<file path="src/rtl/box_motion_ctrl.sv">
// Frame-rate box position controller: once per frame (during vblank) computes the
// next box origin in auto-bounce or manual mode and commits it 3 clocks after frame_start.
module box_motion_ctrl #(
  parameter int H_ACTIVE   = 640,
  parameter int V_ACTIVE   = 480,
  parameter int BOX_WIDTH  = 100,
  parameter int BOX_HEIGHT = 100,
  parameter int INIT_X     = 200,
  parameter int INIT_Y     = 150
) (
  input  logic       clk,
  input  logic       rst_n,
  input  logic       frame_start,
  input  logic       auto_en,
  input  logic       btn_up,
  input  logic       btn_down,
  input  logic       btn_left,
  input  logic       btn_right,
  input  logic [3:0] speed,
  output logic [9:0] box_x,
  output logic [9:0] box_y,
  output logic       update_done,
  output logic       overrun
);

  localparam logic [10:0] X_MAX = 11'(H_ACTIVE - BOX_WIDTH);
  localparam logic [10:0] Y_MAX = 11'(V_ACTIVE - BOX_HEIGHT);

  typedef enum logic [1:0] {IDLE, CALC_X, CALC_Y, COMMIT} state_e;

  // dir: 1 = moving toward larger coordinates
  typedef struct packed {
    logic [9:0] pos;
    logic       dir;
  } axis_t;

  // One axis step; every result is clamped to [0, lim] so a misconfigured
  // out-of-range position is pulled back on the next update.
  function automatic axis_t axis_step(input logic [9:0] pos, input logic [10:0] lim,
                                      input logic [3:0] spd, input logic auto,
                                      input logic dir, input logic inc, input logic dec);
    logic [10:0] p, s, sum, dif;
    axis_t r;
    p   = {1'b0, pos};
    s   = {7'b0, spd};
    sum = p + s;
    dif = p - s;
    r.dir = dir;
    r.pos = (p > lim) ? lim[9:0] : pos;
    if (auto) begin
      if (spd != 4'd0) begin
        if (dir) begin
          if (sum >= lim) begin
            r.pos = lim[9:0];
            r.dir = 1'b0;
          end else begin
            r.pos = sum[9:0];
          end
        end else if (p <= s) begin
          r.pos = 10'd0;
          r.dir = 1'b1;
        end else begin
          r.pos = (dif > lim) ? lim[9:0] : dif[9:0];
        end
      end
    end else if (inc && !dec) begin
      r.pos = (sum > lim) ? lim[9:0] : sum[9:0];
    end else if (dec && !inc) begin
      r.pos = (p <= s) ? 10'd0 : ((dif > lim) ? lim[9:0] : dif[9:0]);
    end
    return r;
  endfunction

  state_e     state_q, state_d;
  logic       auto_q, auto_d;
  logic [3:0] btn_q, btn_d;     // {up, down, left, right}
  logic [3:0] spd_q, spd_d;
  axis_t      nx_q, nx_d, ny_q, ny_d;
  logic       dir_x_q, dir_x_d, dir_y_q, dir_y_d;
  logic [9:0] box_x_q, box_x_d, box_y_q, box_y_d;
  logic       update_done_q, update_done_d;
  logic       overrun_q, overrun_d;

  always_comb begin
    state_d       = state_q;
    auto_d        = auto_q;
    btn_d         = btn_q;
    spd_d         = spd_q;
    nx_d          = nx_q;
    ny_d          = ny_q;
    dir_x_d       = dir_x_q;
    dir_y_d       = dir_y_q;
    box_x_d       = box_x_q;
    box_y_d       = box_y_q;
    update_done_d = 1'b0;
    overrun_d     = overrun_q;

    // A pulse outside IDLE is dropped, never queued.
    if (frame_start && state_q != IDLE) overrun_d = 1'b1;

    case (state_q)
      IDLE: if (frame_start) begin
        auto_d  = auto_en;
        btn_d   = {btn_up, btn_down, btn_left, btn_right};
        spd_d   = speed;
        state_d = CALC_X;
      end
      CALC_X: begin
        nx_d    = axis_step(box_x_q, X_MAX, spd_q, auto_q, dir_x_q, btn_q[0], btn_q[1]);
        state_d = CALC_Y;
      end
      CALC_Y: begin
        ny_d    = axis_step(box_y_q, Y_MAX, spd_q, auto_q, dir_y_q, btn_q[2], btn_q[3]);
        state_d = COMMIT;
      end
      COMMIT: begin
        box_x_d       = nx_q.pos;
        box_y_d       = ny_q.pos;
        dir_x_d       = nx_q.dir;
        dir_y_d       = ny_q.dir;
        update_done_d = 1'b1;
        state_d       = IDLE;
      end
      default: state_d = IDLE;
    endcase
  end

  always_ff @(posedge clk or negedge rst_n) begin
    if (!rst_n) begin
      state_q       <= IDLE;
      auto_q        <= 1'b0;
      btn_q         <= '0;
      spd_q         <= '0;
      nx_q          <= '0;
      ny_q          <= '0;
      dir_x_q       <= 1'b1;
      dir_y_q       <= 1'b1;
      box_x_q       <= 10'(INIT_X);
      box_y_q       <= 10'(INIT_Y);
      update_done_q <= 1'b0;
      overrun_q     <= 1'b0;
    end else begin
      state_q       <= state_d;
      auto_q        <= auto_d;
      btn_q         <= btn_d;
      spd_q         <= spd_d;
      nx_q          <= nx_d;
      ny_q          <= ny_d;
      dir_x_q       <= dir_x_d;
      dir_y_q       <= dir_y_d;
      box_x_q       <= box_x_d;
      box_y_q       <= box_y_d;
      update_done_q <= update_done_d;
      overrun_q     <= overrun_d;
    end
  end

  assign box_x       = box_x_q;
  assign box_y       = box_y_q;
  assign update_done = update_done_q;
  assign overrun     = overrun_q;

endmodule

</file>
<file path="config.mk">
export PLATFORM = sky130hd
export DESIGN_NAME = box_motion_ctrl
export DESIGN_NICKNAME = d
export VERILOG_FILES = /design/src/rtl/box_motion_ctrl.sv
export SDC_FILE = /design/constraint.sdc
export NUM_CORES = 1
export LEC_CHECK = 0
export BUFFER_PORTS_ARGS = -buffer_cell sky130_fd_sc_hd__buf_2
export CAP_MARGIN = 20
export CORE_MARGIN = 1
export CORE_UTILIZATION = 41
export DETAILED_ROUTE_END_ITERATION = 8
export PLACE_DENSITY = 0.71
export SYNTH_ARGS = -nofsm -noshare
export SYNTH_HDL_FRONTEND = slang
export SYNTH_SLANG_ARGS = --single-unit
export TNS_END_PERCENT = 10
</file>
<file path="constraint.sdc">
create_clock -name clk -period 3.2 [get_ports clk]
set_clock_uncertainty 0.1 [all_clocks]
set_input_delay 0.96 -clock clk [delete_from_list [all_inputs] [get_ports clk]]
set_output_delay 0.96 -clock clk [all_outputs]
set_load 0.005 [all_outputs]
</file>
* Word level (Yosys, flattened, before mapping)
Cells that the tools add are included.
** Word-level totals
- Register bits after elaboration :: 57
- Logic and storage cells :: 74
- Output and inout port bits :: 22
** Operators by class
- Reductions and logical operators :: 13
- Equal/unequal tests :: 4
- Muxes and demuxes :: 29
- Add/subtract/negate cells :: 4
- $lt $le $gt $ge :: 10
** Operator list (number)
- $mux W10 :: 16
- $mux W11 :: 4
- $add A10 B4 Y11 :: 2
- $gt A11 B10 Y1 const B :: 2
- $gt A11 B9 Y1 const B :: 2
- $sub A10 B4 Y11 :: 2
- $le A10 B4 Y1 :: 2
- $ge A11 B10 Y1 const B :: 1
- $ge A11 B9 Y1 const B :: 1
- $gt A10 B10 Y1 const B :: 1
- $gt A10 B9 Y1 const B :: 1
- $pmux W2 S4 :: 1
- $mux W1 :: 7
- $logic_and A1 B1 Y1 :: 5
- $eq A2 B2 Y1 const B :: 2
- $logic_not A1 Y1 :: 4
- $reduce_bool A4 Y1 :: 1
- $eq A2 B1 Y1 const B :: 1
- $logic_not A2 Y1 :: 1
- $mux W2 :: 1
- $ne A2 B2 Y1 const B :: 1
- $reduce_and A2 Y1 :: 1
- $reduce_bool A2 Y1 :: 1

* Longest topological paths before layout
- Word-level depth :: 7
- Mapped depth :: 12

* Least setup slack after synthesis
Ideal clock, no wire load.
- Path kind :: register to register
- From :: reg spd_q[1]
- To :: reg nx_q[1] (netlist name)
- Slack :: 0.194 ns
- Period minus slack after synthesis :: 3.006 ns
- Library setup time :: 0.064 ns
- Cell stages (with the launch flop) :: 11
- Data required time :: 3.036 ns
- Buffers on the path :: 0
- Data arrival time :: 2.842 ns
- Path through :: dfrtp_1 > inv_1 > ha_1 > nor2b_1 > o311a_4 > nor3_2 > o31a_4 > o31ai_4 > nand3_1 > a2111oi_2 > a211o_1
** Between the ends
- Longest elaborated chain between the ends :: 7
- Elaborated cells on any way between the ends :: 16
** Ends and longest elaborated chain
- start, declared :: line 77 : logic [3:0] spd_q, spd_d;
- start signal, assigned :: line 146 : spd_q <= spd_d;
- $sub A10 B4 Y11 :: line 47 : dif = p - s;
- $gt A11 B10 Y1 :: line 63, 69
- $mux W10 :: line 63, 69
- $mux W10 :: line 59, 69
- $mux W10 or $mux W11 (tied branches) :: line 68, 52
- $mux W10 or $mux W11 (tied branches) :: line 66, 51
- $mux W10 * :: line 50 : if (auto) begin
- end signal, assigned :: line 147 : nx_q <= nx_d;
- end, declared :: line 78 : axis_t nx_q, nx_d, ny_q, ny_d;
Every way passes the cells marked *; elsewhere a longest branch is shown, timed or not.
A chain may end at the register's enable or synchronous reset.

* Worst setup path in the final report
- From :: reg box_x_q[1], in the netlist box_x[1]
- To :: reg nx_q[1] (netlist name)
** Between the ends
- Longest elaborated chain between the ends :: 7
- Elaborated cells on any way between the ends :: 17
** Ends and longest elaborated chain
- start, declared :: line 80 : logic [9:0] box_x_q, box_x_d, box_y_q, box_y_d;
- start signal, assigned :: line 138 : box_x_q <= 10'(INIT_X);
- start signal, assigned :: line 151 : box_x_q <= box_x_d;
- $sub A10 B4 Y11 :: line 47
- $gt A11 B10 Y1 :: line 63, 69
- $mux W10 :: line 63, 69
- $mux W10 :: line 59, 69
- $mux W10 or $mux W11 (tied branches) :: line 68, 52
- $mux W10 or $mux W11 (tied branches) :: line 66, 51
- $mux W10 * :: line 50
Marks and branches as above.

==> results.py <==
metrics = {
    "timing": {
        "setup_viol": 0,
        "drv_slew": 0,
        "timing.final.crit_share_pct": 99.6,
        "finalHoldViolCount": 0,
        "relSlewSlack_pct": 55.4,
        "fmax_mhz": 314,
        "rsz0062_at_grt": "true",
        "period_minus_slack_ps": 3190,
        "tightest_slew_ps": 662,
    },
    "routing": {
        "num_vias": 5421,
        "firstDrtPassIters": 5,
        "avgViaCountPerCell": 6.19,
        "wl_mm": 17.3,
        "ant_nets": 0,
        "routedWlPerCell_microns": 19.8,
        "drc": 0,
        "drt_iter0_drc": 453,
    },
    "run": {
        "cap_violations": 0,
    },
    "setup_path": {
        "cp_max_fo": 7,
        "cp_slowest_cell": "dfrtp_1",
        "cp_top_family": "compound AO/OA/AOI/OAI gates",
        "arrival_ps": 3310,
        "crit_type": "flop to flop",
        "cp_common_cell": "nor2_1",
        "cp_cell_sequence": "ha_1 -> nor2b_1 -> o21ai_0 -> a211oi_1 -> nor2_1 -> a41o_1 -> buf_4 -> a211oi_2 -> nor2_1 -> a211o_1",
        "cp-end-kind": "flop",
        "required_ps": 3320,
        "worst-path-buf-inv": 1,
        "worstSetupStartpointType": "flop",
        "cpPeakStageDelay_ps": 480,
    },
    "cts": {
        "clk_pin_slew_ps": 50,
        "hold_buffers": 0,
        "cts_made_buffers": 9,
        "cts_tree": "built",
        "clock_latency_ps": 330,
        "clockRootBuffer": "clkbuf_16",
        "cts_max_level": 3,
        "cts_setup_buffers": 0,
        "cts_sinks": 57,
        "clockBufferDepth": 2,
    },
    "global_routing": {
        "grt_first_pass_wirelength_mm": 27.2,
        "grt_max_degree": 36,
        "grt_pass1_vias": 5129,
        "grt_use_total_pct": 26.7,
        "grt.overflow.total": 0,
        "antenna_found_initial": 0,
    },
    "floorplanning": {
        "placementRows": 41,
        "initial_core_util_pct": 42.2,
        "dieArea_sq_um": 13400,
        "die_x_microns": 116,
        "fp.coreArea_sq_um": 12600,
        "pin_count": 34,
        "die_h_microns": 116,
    },
    "finish": {
        "area_delta_synth_final_pct": 19.6,
        "nNetsFinal": 735,
        "diodes": 0,
        "drive_gt1_share_pct": 27.3,
        "utilization_pct": 50.4,
    },
    "yosys": {
        "ys_async_sr_fraction_pct": 100,
        "syn_nets": 673,
        "ys_seq_area_share_pct": 27.0,
        "syn_inst": 637,
        "ys_types": 94,
        "synth_edf_count": 0,
        "synth_flop_cell": "dfrtp_1",
        "synth_area_sq_um": 5320,
        "ys_ff_latch": 57,
        "syn_avg_cell_area_sq_um": 8.36,
        "ys_warn_count": 0,
    },
    "place": {
        "dp_hpwl_mm": 12.9,
        "portBuffers": 33,
        "gp_congestion": 0.972,
    },
    "run_status": {
        "status": "completed",
    },
    "worst_hold_path": {
        "hp-class": "flop to flop",
    },
}
==> layout by cell type, fill, tap and decap left out, types with 23 or more instances in the layout <==
cell,synthesis,layout
nand2_1,56,56
nor2_1,55,55
buf_4,2,55
o21ai_0,52,51
dfrtp_1,48,46
buf_2,6,33
inv_1,30,30
a21oi_1,31,28
nand3_1,24,24
mux2_2,23,23
==> layer usage <==
layer  up-vias  part of all wire, %  track usage, %
met5         -                    0               0
met4         0                  2.1            9.91
met3        35                  9.1            6.33
met2       293                   42            37.8
met1      2596                   47            39.0
li1       2497                    -               -
==> per-stage QoR <==
| step | setup slack [ps] | hold WS [ps] | instance area, sq um | cells | setup TNS (ps) |
|---|---|---|---|---|---|
| 2_1_floorplan | 194 | 342 | 5320 | 637 | 0 |
| 3_3_place_gp | 11.7 | 347 | 5960 | 860 | 0 |
| 3_5_place_dp | -60.6 | 344 | 5960 | 860 | -155 |
| 4_1_cts | 1.68 | 358 | 6280 | 876 | 0 |
| 5_1_grt | -88.2 | 365 | 6370 | 876 | -422 |
| 6_report | 11.3 | 354 | 6370 | 876 | 0 |
==> final timing paths <==
check	slack [ps]	to	startpoint	depth (start not counted)
worst min-delay path	350	overrun	overrun	1
worst min register to register	350	overrun	overrun	1
min in group asynchronous	520	box_x[4]	rst_n	1
worst max-delay path	10	nx_q[1]	box_x[1]	10
max in group asynchronous	1800	box_y[4]	rst_n	2
worst max register to register	10	nx_q[1]	box_x[1]	10
==> cell usage after synthesis (all sizes together) (4+ instances only) <==
library cell  number  area share (%)
nor2b             14             1.6
a21o              10             1.4
or4                4            0.63
o2111ai            4            0.66
o311ai             5             1.6
and3               9             1.1
nand2             57             4.2
fa                 4             1.5
inv               31             2.2
dfrtp             48              23
ha                20             4.7
o21a               6            0.85
or2                9             1.1
nor2              55             3.9
xnor2             20             3.3
nand3             24             2.3
mux2              24             5.1
o21ai             56             5.3
o22ai              6            0.71
nor4               5            0.94
nor3              11             1.1
nand2b            10             1.2
a21oi             32             3.1
o31ai             11             2.1
and2               4            0.47
a31oi             12             1.4
o211ai            10             1.4
buf               12             1.6
a21boi             4            0.63
clkbuf            26             1.8
a41oi              4            0.66
nand4              9             1.1
a211oi            12             1.9
dfstp              9             4.4
a221oi             4            0.66
==> cell families (layout without fill, tap and decap cells) <==
group	after synthesis	count (layout)	synth area share, %
buffers and inverters	69	136	5.62
XOR/XNOR	23	23	3.78
flip-flops	57	57	27.0
AND/OR/NAND/NOR	221	221	21.1
AO/OA/AOI/OAI	219	219	31.2
multiplexers	24	24	5.15
adder cells (fa/ha/maj)	24	24	6.21
==> what timing repair did <==
| item | in CTS | in global routing |
|---|---|---|
| resized for setup | 6 | 21 |
| setup endpoints to repair | 7 | 19 |
| cloned | 0 | 0 |
| pin swaps | 1 | 4 |
| endpoints found under the hold margin | 0 | 0 |
==> area by class of cell <==
cell class,instances,area [sq um]
clock inverters,6,57.6
well taps,172,215
clock buffers,10,239
fillers,1201,6250
flip-flops and latches,57,1440
repair buffers,89,598
inverters,31,119
multi-input cells,511,3700
==> sequential cells by signal, summed over array words and instances, names as in the netlist <==
name         count
update_done      1
box_y           10
btn_q            4
spd_q            4
ny_q            11
auto_q           1
state_q          2
overrun          1
dir_x_q          1
box_x           10
dir_y_q          1
nx_q            11
Power is left out: the tool's default activity adds up to more than one toggle a clock period on the data nets, which glitch-free logic cannot reach.
